===== src/rtl/npu_res_wb.sv =====
// Writeback stage after the NPU datapath: requantizes W accumulated results to
// N-bit activations, packs them one nibble per lane, and drains them to memory.
module npu_res_wb #(
    parameter int N     = 2,
    parameter int BG    = 6,
    parameter int W     = 8,
    parameter int DEPTH = 4,
    parameter int AW    = 10,
    parameter int SW    = 3
) (
    input  logic                       ck,
    input  logic                       rst,
    input  logic                       cfg_start,
    input  logic [AW-1:0]              cfg_base_addr,
    input  logic [SW-1:0]              cfg_shift,
    input  logic                       i_wr,
    input  logic [(N+BG)*W-1:0]        i_data,
    output logic                       o_mem_we,
    input  logic                       i_mem_ready,
    output logic [AW-1:0]              o_mem_addr,
    output logic [4*W-1:0]             o_mem_data,
    output logic [$clog2(DEPTH):0]     o_count,
    output logic                       o_idle,
    output logic                       o_ovf
);

    localparam int RW = N + BG;
    localparam int PW = $clog2(DEPTH);
    localparam int CW = PW + 1;

    logic [4*W-1:0] stage_q, stage_d;
    logic           stage_v_q, stage_v_d;
    logic [4*W-1:0] mem_q [DEPTH];
    logic [PW-1:0]  wr_ptr_q, wr_ptr_d, rd_ptr_q, rd_ptr_d;
    logic [CW-1:0]  count_q, count_d;
    logic [AW-1:0]  addr_q, addr_d;
    logic           ovf_q, ovf_d;
    logic [4*W-1:0] packed_w;
    logic           full, push, pop;

    function automatic logic [3:0] requant(input logic [RW-1:0] x, input logic [SW-1:0] sh);
        logic [RW:0] ext;
        logic [RW:0] rnd;
        logic [RW:0] y;
        logic [3:0]  r;
        ext = {1'b0, x};
        rnd = '0;
        if (sh != '0) rnd = (RW+1)'(1) << (sh - SW'(1));
        y = (ext + rnd) >> sh;
        r = '0;
        if (x[RW-1]) r = '0;
        else if (y > (RW+1)'((1 << N) - 1)) r = 4'((1 << N) - 1);
        else r = 4'(y[N-1:0]);
        return r;
    endfunction

    always_comb begin
        packed_w = '0;
        for (int unsigned l = 0; l < W; l++) begin
            packed_w[(W-1-l)*4 +: 4] = requant(i_data[(W-1-l)*RW +: RW], cfg_shift);
        end
    end

    always_comb begin
        full = (count_q == CW'(DEPTH));
        pop  = !cfg_start && (count_q != '0) && i_mem_ready;
        // A full FIFO still accepts the stage word when the head leaves this cycle.
        push = !cfg_start && stage_v_q && (!full || pop);

        stage_d   = stage_q;
        stage_v_d = stage_v_q;
        wr_ptr_d  = wr_ptr_q;
        rd_ptr_d  = rd_ptr_q;
        count_d   = count_q;
        addr_d    = addr_q;
        ovf_d     = ovf_q;

        if (cfg_start) begin
            stage_v_d = 1'b0;
            wr_ptr_d  = '0;
            rd_ptr_d  = '0;
            count_d   = '0;
            addr_d    = cfg_base_addr;
            ovf_d     = 1'b0;
        end else begin
            if (push) wr_ptr_d = wr_ptr_q + PW'(1);
            if (pop) begin
                rd_ptr_d = rd_ptr_q + PW'(1);
                addr_d   = addr_q + AW'(1);
            end
            count_d = count_q + CW'(push) - CW'(pop);
            // A stuck stage word is kept; an incoming vector behind it is lost.
            if (stage_v_q && !push) begin
                if (i_wr) ovf_d = 1'b1;
            end else begin
                stage_v_d = i_wr;
                stage_d   = packed_w;
            end
        end
    end

    always_ff @(posedge ck) begin
        if (rst) begin
            stage_q   <= '0;
            stage_v_q <= 1'b0;
            wr_ptr_q  <= '0;
            rd_ptr_q  <= '0;
            count_q   <= '0;
            addr_q    <= '0;
            ovf_q     <= 1'b0;
        end else begin
            stage_q   <= stage_d;
            stage_v_q <= stage_v_d;
            wr_ptr_q  <= wr_ptr_d;
            rd_ptr_q  <= rd_ptr_d;
            count_q   <= count_d;
            addr_q    <= addr_d;
            ovf_q     <= ovf_d;
        end
    end

    always_ff @(posedge ck) begin
        if (push) mem_q[wr_ptr_q] <= stage_q;
    end

    assign o_mem_we   = (count_q != '0);
    assign o_mem_data = o_mem_we ? mem_q[rd_ptr_q] : '0;
    assign o_mem_addr = addr_q;
    assign o_count    = count_q;
    assign o_idle     = !stage_v_q && (count_q == '0);
    assign o_ovf      = ovf_q;

endmodule

===== config.mk =====
export PLATFORM = sky130hd
export DESIGN_NAME = npu_res_wb
export DESIGN_NICKNAME = d
export VERILOG_FILES = /design/src/rtl/npu_res_wb.sv
export SDC_FILE = /design/constraint.sdc
export NUM_CORES = 1
export LEC_CHECK = 0
export BUFFER_PORTS_ARGS = -buffer_cell sky130_fd_sc_hd__buf_4
export CORE_UTILIZATION = 35
export CTS_CLUSTER_DIAMETER = 120
export CTS_CLUSTER_SIZE = 25
export DETAILED_ROUTE_END_ITERATION = 8
export GPL_TIMING_DRIVEN = 1
export SKIP_CTS_REPAIR_TIMING = 1
export SLEW_MARGIN = 20
export SYNTH_ARGS = -nofsm -noshare
export SYNTH_HDL_FRONTEND = slang
export SYNTH_SLANG_ARGS = --single-unit

===== constraint.sdc =====
create_clock -name ck -period 10.35 [get_ports ck]
set_input_delay 1.035 -clock ck [delete_from_list [all_inputs] [get_ports ck]]
set_output_delay 1.035 -clock ck [all_outputs]
set_load 0.03 [all_outputs]

* Yosys cells after proc, flatten, opt, wreduce, memory -nomap -nowiden
Memories as Yosys holds them, arrays and structs flattened. A register that Yosys moved wholly into a read port is not among the register bits.
Index checks and enable logic that the tools add are counted.
** Storage, ports and cells
- Register bits :: 51
- Latch bits :: 0
- Bits in writable memories :: 128
- Memory bits (read-only) :: 0
- Bits of input ports :: 82
- Output and inout port bits :: 48
- Word-level logic and storage cells :: 84
- Memories :: 1
** Memory list
- mem_q :: words 4, bits a word 32, rd ports 1, clocked after Yosys merged registers in 1, wr ports 1, line 33 : logic [4*W-1:0] mem_q [DEPTH];
** Operators by class
- $add $sub $neg :: 14
- Multipliers :: 0
- Div/mod/pow operators :: 0
- Magnitude comparators :: 8
- Equal/unequal tests :: 1
- Shift operators :: 9
- Muxes and demuxes :: 24
- Bitwise logic cells :: 2
- Reduce and logical (&&, ||, !) cells :: 18
** Operator list (count)
- 8-bit by 9-bit adder with 9-bit output :: 8
- 9-bit by 2-bit greater-than comparator with 1-bit output, second input constant :: 8
- 9-bit by 3-bit >> shifter with 9-bit output :: 8
- 2-bit two-way mux :: 18
- 32-bit two-way mux :: 1
- 10-bit two-way mux :: 2
- 10-bit by 1-bit adder with 10-bit output, second input constant :: 1
- 9-bit two-way mux :: 1
- 1-bit by 3-bit left shift with 9-bit output, first input constant :: 1
- 1-bit logical AND :: 6
- 3-bit nonzero test :: 2
- 2-bit by 1-bit adder with 2-bit output, second input constant :: 2
- 1-bit logical NOT :: 4
- 2-bit AND reduction :: 2
- 3-bit by 1-bit adder with 3-bit output :: 1
- 3-bit equality test, second input constant :: 1
- 3-bit logical NOT :: 1
- 3-bit by 1-bit subtractor with 3-bit output :: 1
- 3-bit by 1-bit subtractor with 3-bit output, second input constant :: 1
- 1-bit two-way mux :: 2
- 1-bit NOT :: 2
- 2-bit nonzero test :: 1
- 2-bit OR reduction :: 1
- 1-bit logical OR :: 1

* Longest topological paths before layout
Gate-level depths: netlist of run 1.
- Depth after elaboration :: 9
- Gate-level depth with buffers :: 15
- Gate-level depth less buffers :: 13

* Worst setup path before layout of run 1
No wires, ideal clock.
- Path type :: input to register
- Start point :: in cfg_shift[0]
- End point :: reg stage_q[1]
- Data arrival time :: 4.794 ns
- Data required time :: 10.230 ns
- Slack :: 5.436 ns
- Cell stages on the path :: 14
- Path buffers :: 4
- Cell sequence :: clkbuf_1 buf_2 buf_2 buf_1 nor2_1 ha_1 a211oi_2 o21bai_1 a21oi_1 xnor2_1 or3_1 o41ai_2 a21boi_1 a211o_1
** Between the ends
- Longest elaborated chain between the ends :: 8
- Elaborated cells between the ends (all ways) :: 9
- Classes of those cells :: add/sub: 2; order compare: 1; shift: 2; mux: 3; reduce/logical: 1
** RTL lines
- start: declaration :: line 15 : input logic [SW-1:0] cfg_shift,
- 3-bit by 1-bit subtractor with 3-bit output :: line 48 : if (sh != '0) rnd = (RW+1)'(1) << (sh - SW'(1));
- 1-bit by 3-bit left shift with 9-bit output :: line 48
- 9-bit two-way mux :: line 48
- 8-bit by 9-bit adder with 9-bit output :: line 49 : y = (ext + rnd) >> sh;
- 9-bit by 3-bit >> shifter with 9-bit output * :: line 49
- 9-bit by 2-bit greater-than comparator with 1-bit output :: line 52 : else if (y > (RW+1)'((1 << N) - 1)) r = 4'((1 << N) - 1);
- 2-bit two-way mux * :: line 52
- 2-bit two-way mux * :: line 51 : if (x[RW-1]) r = '0;
- end signal: assignment :: line 112 : stage_q <= stage_d;
- end: declaration :: line 31 : logic [4*W-1:0] stage_q, stage_d;
Mark *: on every way between the ends. The rest lies on a longest branch, timed or not.
A chain may end at the register's enable or synchronous reset.

* Worst setup path after layout of run 1
Ends and elaborated chain as after synthesis.

==> impl_results.md, run 1 <==
- Tmin final: around 5.2 ns
- Drt via density: 5.38
- Fin. max-slew vios: 0
- Initial antenna violation count: 0
- Die Ht: 155 microns
- Hold Crit Class: reg2reg
- Worst reg2reg endpoint: o_count[2]$_SDFF_PP0_
- Final setup violation count: 0
- Worst Max-Slew Pin Slew: 0.984 ns
- Register bit total from synthesis: approximately 100
- Register area: 2660 sq um
- Leak pwr: 4.07 nW
- Placer congestion estimate: 0.845
- First-pass GRT wire length: around 35000 microns
- Area of the multi-input gates: about 5300 sq um
- First-pass iteration count of the detailed router: 5
- Synthesized instance count: between 800 and 900
- WL/cell: 16.9 microns
- Worst path buffer plus inverter count: 3
- Initial Util: 0.361
- H-tree depth: 3
- DRC violations left: 0
- CTS sink count: between 100 and 150
- Synth top area share: 0.233
- Root Buffer: clkbuf_16
- Inst Count DP: 1281
- Maximum Capacitance Violations: 0
- CP peak stage delay: ~0.85 ns
- Grt ovf: 0
- Die width: approximately 160 microns
- Fill count: between 2k and 2.5k
- Critical path class: in2reg
- Max rail drop VDD: around 0.078 mV
- Worst Hold Path EP: o_ovf$_SDFFE_PP0P_
- Synth area leader: edfxtp_1
- Port Buffers: 113
- Pwr/cell area: ~110 nW/um^2
- Antenna cells: 0
- CTS tree: done
- Core box area: around 23000 sq um
- Synthesized area: between 8000 and 9000 sq um
- WHS Path Cells: 2
- Routed Antenna Nets: 0
- Final core utilization: 0.423
- Iteration-0 DRC Markers: ~390
- Ranking of synthesized cells by area: edfxtp_1, ha_1, dfxtp_1, mux4_2, nor2_1
- Final hold vios: 0
- Status: complete, no violations
- Period utilisation layout: 0.504
- Post-synth ARST share: 0
- Synth warn: 0
- Row count: 55
- Hold path start: o_ovf$_SDFFE_PP0P_
- Largest delay share family, worst path: buffers and inverters
- Fraction of layout cells with a size suffix above 1: 0.176
- Top cells by count, synth: nor2_1, a21oi_1, ha_1, edfxtp_1, nand2_1
- WP data arrival: roughly 5.5 ns
- Worst clock skew: slightly above 0.009 ns
- Final wirelength: about 22000 microns
- Clock Latency Late Sink: roughly 0.35 ns
- Synth Area per Inst: between 9 and 10 sq um
- Clock Path Buffers: 2
- Non-filler cells, final: 1297
- EDFF count, synth: 64
- Max_slew headroom: 0.342
- CP max FO: 46
- CP max-delay cell: nor2_1
- Final Net Count: ~1.1k
- Via Count: between 6k and 7k
- WP data required: approximately 11 ns
- Reg clk slew, reported paths: approximately 0.070 ns
- P&R area growth vs syn: 17.1%
- CP Launch Type: input port
- Reg2Reg Depth: 10
- Critical Path End Type: flop
- Fmax: ~0.19 GHz
- Total CTS buffers: 9
- Cell Chain, Critical Path: buf_4 -> buf_4 -> inv_2 -> nor2_1 -> ha_1 -> fa_1 -> a21o_1 -> a21oi_1 -> xor2_1 -> a21oi_1 -> or3_1 -> o41ai_2 -> a21boi_1 -> a211o_1
- DIE AREA: 24200 sq um
- R2R setup slack: 7.75 ns
- Vias in the first global route: 6769
- RSZ-0062 raised after global routing: false
- Most frequent cell after synthesis: nor2_1
- Synth Flop Type: edfxtp_1
- FF-to-FF Start: o_count[1]$_SDFF_PP0_
- Io pins: 130
- Pin count of the biggest net entering global routing: 47
- Total track usage: 0.184
- Synth unique cells: between 70 and 80
- Hpwl dp: approximately 16000 microns
- Sequential fraction of the synthesis area: 0.323
- TNS Setup: 0 ns
[worst max-delay path by stage]
stage                       from                 endpoint  slack, ns  depth (start not counted)
global route        cfg_shift[0]  stage_q[1]$_SDFFE_PP0P_       4.79                         14
floorplan           cfg_shift[0]  stage_q[1]$_SDFFE_PP0P_       5.44                         14
detailed placement  cfg_shift[0]  stage_q[1]$_SDFFE_PP0P_       4.81                         14
global placement    cfg_shift[0]  stage_q[1]$_SDFFE_PP0P_       4.85                         14
finish              cfg_shift[0]  stage_q[1]$_SDFFE_PP0P_       5.14                         14
CTS                 cfg_shift[0]  stage_q[1]$_SDFFE_PP0P_       5.17                         14
[registers in the layout, summed over array words and instances, names as in the netlist, named ones only]
register,cells
stage_q,16
stage_v_q,1
o_count,3
mem_q,64
wr_ptr_q,2
o_mem_addr,10
rd_ptr_q,2
o_ovf,1
[worst register-to-register path: cells and delay by family, from the launching register on]
family | cells | cell delay (ns)
buffers and inverters | 1 | 0.04
adders and majority gates | 2 | 0.50
DFF | 1 | 0.44
AOI/OAI and AO/OA | 1 | 0.13
xor gates and xnor gates | 2 | 0.32
and+or+nand+nor | 4 | 1.07
[metal layers]
layer,global-route usage,share of wire,up-vias
met1,0.245,0.46,3232
li1,-,-,3493
met2,0.312,0.46,225
met4,0.0514,0.016,0
met3,0.0248,0.057,22
met5,0,0,-
[layout by cell type (no fill, tap or decap), drive strengths merged, types with 10 or more instances in the layout]
cell | synthesis | final
nor2 | 111 | 111
nand2 | 51 | 51
edfxtp | 64 | 64
dfxtp | 37 | 37
xnor2 | 33 | 33
mux4 | 20 | 20
o31ai | 10 | 10
o21ai | 46 | 46
a211oi | 20 | 20
ha | 70 | 70
inv | 22 | 24
xor2 | 25 | 25
conb | 1 | 24
buf | 26 | 120
mux2i | 20 | 20
and3 | 10 | 10
a21o | 25 | 25
and2 | 21 | 21
nor3 | 15 | 15
o22ai | 15 | 15
a21oi | 73 | 73
o21bai | 11 | 11
[metrics by stage]
step,setup WS (ns),power (W),area (sq um),hold WS [ns]
after CTS,5.17,0.00109,9650,0.486
after global routing,4.79,0.00114,9650,0.528
final,5.14,0.00108,9650,0.477
after detailed placement,4.81,0.000763,9370,0.465
after global placement,4.85,0.000762,9370,0.458
after floorplan,5.44,0.000679,8330,0.460
[power breakdown]
| part | internal, W | switching, W |
|---|---|---|
| Combinational | 0.000127 | 0.000176 |
| Sequential | 0.000442 | 0.0000140 |
| Clock | 0.000166 | 0.000157 |
| Total | 0.000734 | 0.000347 |
[cell type report]
class,count,area share
Tap cell,313,0.0406
Clock buffer,9,0.0233
Inverter,22,0.00855
Sequential cell,101,0.276
Timing Repair Buffer,120,0.0933
Clock inverter,7,0.00596
Multi-Input combinational cell,725,0.552
[kinds of logic after synthesis]
logic type / after synthesis / synth area share
compound gates: 283 / 0.233
simple gates: 241 / 0.133
flops: 101 / 0.323
fa+ha+maj: 79 / 0.128
buf+inv: 72 / 0.0407
xor+xnor: 58 / 0.0625
mux: 40 / 0.0789
other cells: 1 / 0.000455
(Power assumes the default switching activity.)
==> inputs of run 2 (changes only) <==
--- a/config.mk
+++ b/config.mk
@@ -5,6 +5,7 @@
 export SDC_FILE = /design/constraint.sdc
 export NUM_CORES = 1
 export LEC_CHECK = 0
+export ABC_AREA = 1
 export BUFFER_PORTS_ARGS = -buffer_cell sky130_fd_sc_hd__buf_4
 export CORE_UTILIZATION = 35
 export CTS_CLUSTER_DIAMETER = 120
==> constraint.sdc (replaced) <==
create_clock -name ck -period 4.4 [get_ports ck]
set_input_delay 0.44 -clock ck [delete_from_list [all_inputs] [get_ports ck]]
set_output_delay 0.44 -clock ck [all_outputs]
set_load 0.03 [all_outputs]
==> impl_results.md, run 2 <==
- Reg2Reg Depth: 15 (+5)
- Status: complete, no violations
- DIE AREA: 25700 sq um (+6.3%)
- Vias in the first global route: 7346 (+8.5%)
- Fraction of layout cells with a size suffix above 1: 0.124 (-0.0516)
- TNS Setup: 0 ns (unchanged)
- Drt via density: 4.90 (-8.8%)
- Mux cell area share after synthesis: 0 (-0.0789)
- Post-synth ARST share: 0 (unchanged)
- Via Count: 8417 (+21%)
- EDFF count, synth: 64 (unchanged)
- Worst reg2reg endpoint: o_count[2]$_SDFF_PP0_
- Reg clk slew, reported paths: 0.07 ns (about the same)
- Synth area leader: edfxtp_1
- Hold path start: i_wr
- Register area: 2660 sq um (unchanged)
- Routed Antenna Nets: 0 (unchanged)
- Fill count: 2622 (+14%)
- Fin. max-slew vios: 0 (unchanged)
- Most frequent cells in the layout: nand2_1, nand3_1, nor2_1
- First-pass GRT wire length: 36600 microns (+4.6%)
- Top cells by count, synth: nand2_1, nand3_1, nor2_1, inv_1, a21oi_1
- Synth top area share: 0.219 (-0.0140)
- Internal Power: 0.00169 W (+130%)
- Period utilisation layout: 0.785
- Post-synthesis simple-gate area fraction: 0.357 (+0.225)
- DP Area: 9900 sq um (+5.7%)
- Pwr/cell area: 248 nW/um^2 (+120%)
- Final wirelength: 23100 microns (+5.4%)
- Die width: 160 microns (+3.1%)
- Iteration-0 DRC Markers: 362 (-7.4%)
- Post-synthesis xor/xnor area fraction: 0.0150 (-0.0476)
- Register bit total from synthesis: 101 (unchanged)
- Synthesized area: 8770 sq um (+6.4%)
- Total power: 0.00253 W (+130%)
- Max_slew headroom: 0.314 (-0.0275)
- WP data required: 4.63 ns (-5.96 ns)
- Grt ovf: 0 (unchanged)
- Synth Area per Inst: 6.81 sq um (-28%)
- Commonest non-fill, non-tap cell in the layout: nand2_1
- Synth Flop Type: edfxtp_1
- Die Ht: 160 microns (+3.1%)
- Port Buffers: 113 (unchanged)
- Final hold vios: 0 (unchanged)
- Most frequent cell after synthesis: nand2_1
- Total CTS buffers: 9 (unchanged)
- Worst clock skew: 0.00757 ns (-0.00156 ns)
- Antenna cells: 0 (unchanged)
- Synth unique cells: 42 (-44%)
- Placer congestion estimate: 0.887 (+4.9%)
- R2R setup slack: 1.63 ns (-6.12 ns)
- Clock Latency Late Sink: 0.35 ns (about the same)
- DRC violations left: 0 (unchanged)
- Max rail drop VDD: 0.191 mV (+140%)
- Ranking of synthesized cells by area: edfxtp_1, nand2_1, nand3_1, ha_1, dfxtp_1
- Synth Area in Adders: 0.120 (-0.00768)
- Fin area: 10200 sq um (+5.6%)
- Core box area: 24500 sq um (+7.1%)
- Maximum Capacitance Violations: 0 (unchanged)
- Fmax: about 0.29 GHz
- Final setup violation count: 0 (unchanged)
- Clock share of power: 0.305 (+0.006)
- WP data arrival: 3.68 ns (-1.77 ns)
- Pin count of the biggest net entering global routing: 58 (+23%)
- Initial Util: 0.358 (-0.00234)
- CP max FO: 19 (-59%)
- CTS tree: done
- Number of flip-flops in the largest register: 64 (unchanged)
- H-tree depth: 3 (unchanged)
- Io pins: 130 (unchanged)
- Top reg by flops: mem_q
- Row count: 57 (+3.6%)
- Synthesized instance count: 1287 (+47%)
- FF-to-FF Start: o_count[1]$_SDFF_PP0_
- Clock Path Buffers: 2 (unchanged)
- Sequential fraction of the synthesis area: 0.304 (-0.0194)
- WL/cell: 13.5 microns (-20%)
- Initial antenna violation count: 0 (unchanged)
- Sw frac: 0.330 (+0.00903)
- Critical Path End Type: flop
- Worst Max-Slew Pin Slew: 1.02 ns (+0.0411 ns)
- Synth Area in Compound Gates: 0.120 (-0.113)
- Combinational share of power: 0.279 (about the same)
- Root Buffer: clkbuf_16
- Critical path class: in2reg
- CTS sink count: 101 (unchanged)
- Hpwl dp: 17200 microns (+5.7%)
- P&R area growth vs syn: 16.3%
- Psw: 0.000833 W (+140%)
- Sequential Power Share: 0.416 (-0.005)
- Area of the multi-input gates: 5480 sq um (+2.8%)
- Synth warn: 0 (unchanged)
- Total track usage: 0.179 (-0.00545)
- First-pass iteration count of the detailed router: 5 (unchanged)
- Largest family of logic cells by synthesized area: simple AND/OR/NAND/NOR gates
- Tmin final: 3.45 ns
- Hold Crit Class: in2reg
- Final Net Count: 1549 (+36%)
- Worst Hold Path EP: stage_v_q$_SDFFE_PP0N_
- CP Launch Type: input port
- Leak pwr: 5.00 nW (+23%)
- RSZ-0062 raised after global routing: false
- WHS Path Cells: 3 (+1)
run 2: cell count changes in the layout (fill, tap and decap cells not counted), sizes merged, moves of 12 or more:
cell    before  now
and2        21    1
nand3        7  208
a21o        25    8
xnor2       33    9
inv         24  112
nor3        15    3
nand2       51  344
mux2i       20    0
nor2       111  153
a21oi       73   87
a211oi      20    2
mux4        20    0
o21ai       46   71
xor2        25    6
run 2: worst max-delay path by stage:
stage,from,endpoint
finish,cfg_shift[2],stage_q[29]$_SDFFE_PP0P_
global route,cfg_shift[2],stage_q[5]$_SDFFE_PP0P_
CTS,cfg_shift[2],stage_q[29]$_SDFFE_PP0P_
detailed placement,cfg_shift[2],stage_q[28]$_SDFFE_PP0P_
global placement,cfg_shift[0],stage_q[5]$_SDFFE_PP0P_
floorplan,cfg_shift[0],stage_q[25]$_SDFFE_PP0P_
run 2: cell type report:
class / count / share of cell area
clock buffers: 9 / 0.0221
clock inverters: 7 / 0.00638
inverters: 110 / 0.0405
multi-input cells: 1041 / 0.538
flip-flops and latches: 101 / 0.261
well taps: 324 / 0.0398
repair buffers: 125 / 0.0921
run 2: cell families after synthesis:
kind of cell / count (synthesis)
adder cells (fa/ha/maj): 79
flip-flops: 101
other: 1
buffers and inverters: 168
XOR/XNOR: 15
AND/OR/NAND/NOR: 735
AO/OA/AOI/OAI: 188
run 2: critical path, cell delays in order:
cell and delay (ns):
buf_4 0.25, clkinv_1 0.43, nor2_1 0.92, ha_1 0.43
a21oi_1 0.20, nand2_1 0.09, nand2_1 0.08, nand2_1 0.07
a21boi_1 0.23, nand2_1 0.08, nand3_1 0.09, nand3_1 0.08
nand2_1 0.08, nand3_1 0.08, nand2_1 0.07, a21oi_1 0.05
run 2: through the flow:
step | setup slack, ns | cells | utilization | hold slack, ns
floorplan | 1.10 | 1310 | - | 0.460
detailed placement | 0.604 | 1701 | 0.405 | 0.455
finish | 0.947 | 1717 | 0.417 | 0.310
global placement | 0.598 | 1701 | 0.405 | 0.452
CTS | 0.976 | 1717 | 0.417 | 0.303
global route | 0.596 | 1717 | 0.417 | 0.312
run 2: metal layers:
layer	vias to the layer above	part of all wire	wire length, microns	global-route usage
met3	16	0.040	935	0.0169
met1	3729	0.48	11100	0.247
met2	177	0.47	10800	0.300
met5	-	0	0	0
li1	4495	-	-	-
met4	0	0.011	263	0.0416
run 2: power by group through the flow:
stage | clock (W) | sequential (W) | combinational (W)
after floorplan | 0 | 0.00108 | 0.000513
after detailed placement | 0 | 0.00107 | 0.000703
after global routing | 0.000824 | 0.00105 | 0.000801
after global placement | 0 | 0.00107 | 0.000699
final | 0.000769 | 0.00105 | 0.000704
after CTS | 0.000789 | 0.00105 | 0.000706
==> inputs of run 3 (changes only) <==
--- a/config.mk
+++ b/config.mk
@@ -5,7 +5,7 @@
 export SDC_FILE = /design/constraint.sdc
 export NUM_CORES = 1
 export LEC_CHECK = 0
-export ABC_AREA = 1
+export ABC_AREA = 0
 export BUFFER_PORTS_ARGS = -buffer_cell sky130_fd_sc_hd__buf_4
 export CORE_UTILIZATION = 35
 export CTS_CLUSTER_DIAMETER = 120
==> constraint.sdc (replaced) <==
create_clock -name ck -period 3.2 [get_ports ck]
set_input_delay 0.32 -clock ck [delete_from_list [all_inputs] [get_ports ck]]
set_output_delay 0.32 -clock ck [all_outputs]
set_load 0.03 [all_outputs]
==> impl_results.md, run 3 (synthesis gave the netlist of run 1 again) <==
- Status: complete, no violations
- Sequential Power Share: 0.407 (-0.009)
- Die Ht: 155 microns (-3.0%)
- Hold Crit Class: in2reg
- Commonest non-fill, non-tap cell in the layout: buf_4
- CTS sink count: 101 (unchanged)
- Number of flip-flops in the largest register: 64 (unchanged)
- Top reg by flops: mem_q
- Leak pwr: 4.57 nW (-8.5%)
- Worst clock skew: 0.00601 ns (-0.00155 ns)
- Reg clk slew, reported paths: 0.07 ns (about the same)
- CP Launch Type: input port
- Root Buffer: clkbuf_16
- Combinational share of power: 0.310 (+0.031)
- Max_slew headroom: 0.414 (+0.100)
- Internal Power: 0.00248 W (+47%)
- CTS tree: done
- Iteration-0 DRC Markers: 473 (+31%)
- Tmin final: between 2 and 3 ns
- Fmax: about 0.35 GHz
- Pin count of the biggest net entering global routing: 53 (-8.6%)
- Die width: 155 microns (-3.0%)
- Psw: 0.00114 W (+37%)
- Maximum Capacitance Violations: 0 (unchanged)
- Pwr/cell area: 345 nW/um^2 (+39%)
- Fraction of layout cells with a size suffix above 1: 0.262 (+0.138)
- Clock Path Buffers: 2 (unchanged)
- CP max FO: 8 (-11)
- Vias in the first global route: 6973 (-5.1%)
- Total track usage: 0.193 (+0.0138)
- Core box area: 22800 sq um (-6.6%)
- Sw frac: 0.315 (-0.0149)
- Fin. max-slew vios: 0 (unchanged)
- RSZ-0062 raised after global routing: false
- Max rail drop VDD: 0.269 mV (+40%)
- Routed Antenna Nets: 0 (unchanged)
- WP data required: 3.42 ns (-1.21 ns)
- First-pass iteration count of the detailed router: 5 (unchanged)
- DRC violations left: 0 (unchanged)
- Io pins: 130 (unchanged)
- Port Buffers: 113 (unchanged)
- Final core utilization: 0.460 (+0.0433)
- Hpwl dp: 17700 microns (+3.4%)
- Worst Max-Slew Pin Slew: 0.879 ns (-0.146 ns)
- WL/cell: 16.5 microns (+22%)
- Critical path class: in2reg
- Drt via density: 5.27 (+7.6%)
- Period utilisation layout: 0.906
- Initial Util: 0.361 (+0.00234)
- Most frequent cells in the layout: buf_4, nor2_1, a21oi_1
- Clock Latency Late Sink: 0.35 ns (about the same)
- Row count: 55 (-3.5%)
- Total CTS buffers: 9 (unchanged)
- First-pass GRT wire length: 36300 microns (-1.1%)
- Grt ovf: 0 (unchanged)
- Critical Path End Type: flop
- Placer congestion estimate: 0.892 (+0.64%)
- Via Count: 7361 (-13%)
- H-tree depth: 3 (unchanged)
- DIE AREA: 24200 sq um (-5.9%)
- Final setup violation count: 0 (unchanged)
- Antenna cells: 0 (unchanged)
- Final hold vios: 0 (unchanged)
- TNS Setup: 0 ns (unchanged)
- Initial antenna violation count: 0 (unchanged)
- WP data arrival: 3.12 ns (-0.56 ns)
- Final Net Count: 1239 (-20%)
- Clock share of power: 0.283 (-0.022)
- Final wirelength: 23000 microns (-0.48%)
- P&R area growth vs syn: 27.5%
## run 3: changes by cell type in the layout (fill, tap and decap cells not counted), moves of 23 or more
cell     previous run  this run
nand2_1           343        51
xnor2_1             9        32
buf_4             125       217
o21ai_0            68        35
nand3_1           208         7
inv_1             103        19
nor2_1            143       105
## run 3: metrics by stage
step	cells	setup slack, ns	total power [W]	hold slack, ns	area, sq um
detailed placement	1380	-0.0599	0.00262	0.480	10200
CTS	1396	0.300	0.00364	0.191	10500
floorplan	898	-0.0381	0.00222	0.441	8490
global route	1396	0.0509	0.00382	0.211	10500
global placement	1380	-0.0301	0.00261	0.461	10200
finish	1396	0.302	0.00363	0.198	10500
## run 3: worst max-delay path, stage by stage
cell and delay (ns):
buf_4 0.13, inv_1 0.11, nand2_1 0.14, nor2_4 0.10
ha_1 0.22, fa_1 0.40, a211oi_1 0.30, o21bai_1 0.13
a21o_1 0.25, a21o_1 0.19, a21oi_1 0.24, a31oi_1 0.12
o31ai_1 0.33, o211ai_1 0.13
## run 3: final timing paths
path | from | to | slack, ns | cells past startpoint
min | i_wr | stage_v_q$_SDFFE_PP0N_ | 0.20 | 3
min reg2reg | o_ovf$_SDFFE_PP0P_ | o_ovf$_SDFFE_PP0P_ | 0.49 | 2
max reg2reg | o_count[1]$_SDFF_PP0_ | o_count[2]$_SDFF_PP0_ | 0.88 | 10
max | cfg_shift[2] | stage_q[13]$_SDFFE_PP0P_ | 0.30 | 14
## run 3: cell type report
class / instances / area, sq um
clock buffer: 9 / 225
clock inverter: 7 / 50.0
fill: 2253 / 12300
inverter: 22 / 90.1
multi-input combinational: 725 / 5420
sequential: 101 / 2660
tap: 313 / 392
timing repair buffer: 219 / 1670
## run 3: power groups by stage
stage / combinational, W / clock, W / sequential [W]
final: 0.00112 / 0.00103 / 0.00147
after floorplan: 0.000722 / 0 / 0.00150
after CTS: 0.00112 / 0.00104 / 0.00147
after global routing: 0.00124 / 0.00110 / 0.00148
after detailed placement: 0.00111 / 0 / 0.00150
after global placement: 0.00111 / 0 / 0.00150
## run 3: metal layers
metal,up-vias,GRT usage,routed length (microns)
met5,-,0,0
met4,0,0.0654,525
met3,32,0.0223,1210
met2,234,0.322,10700
met1,3406,0.258,10600
li1,3689,-,-
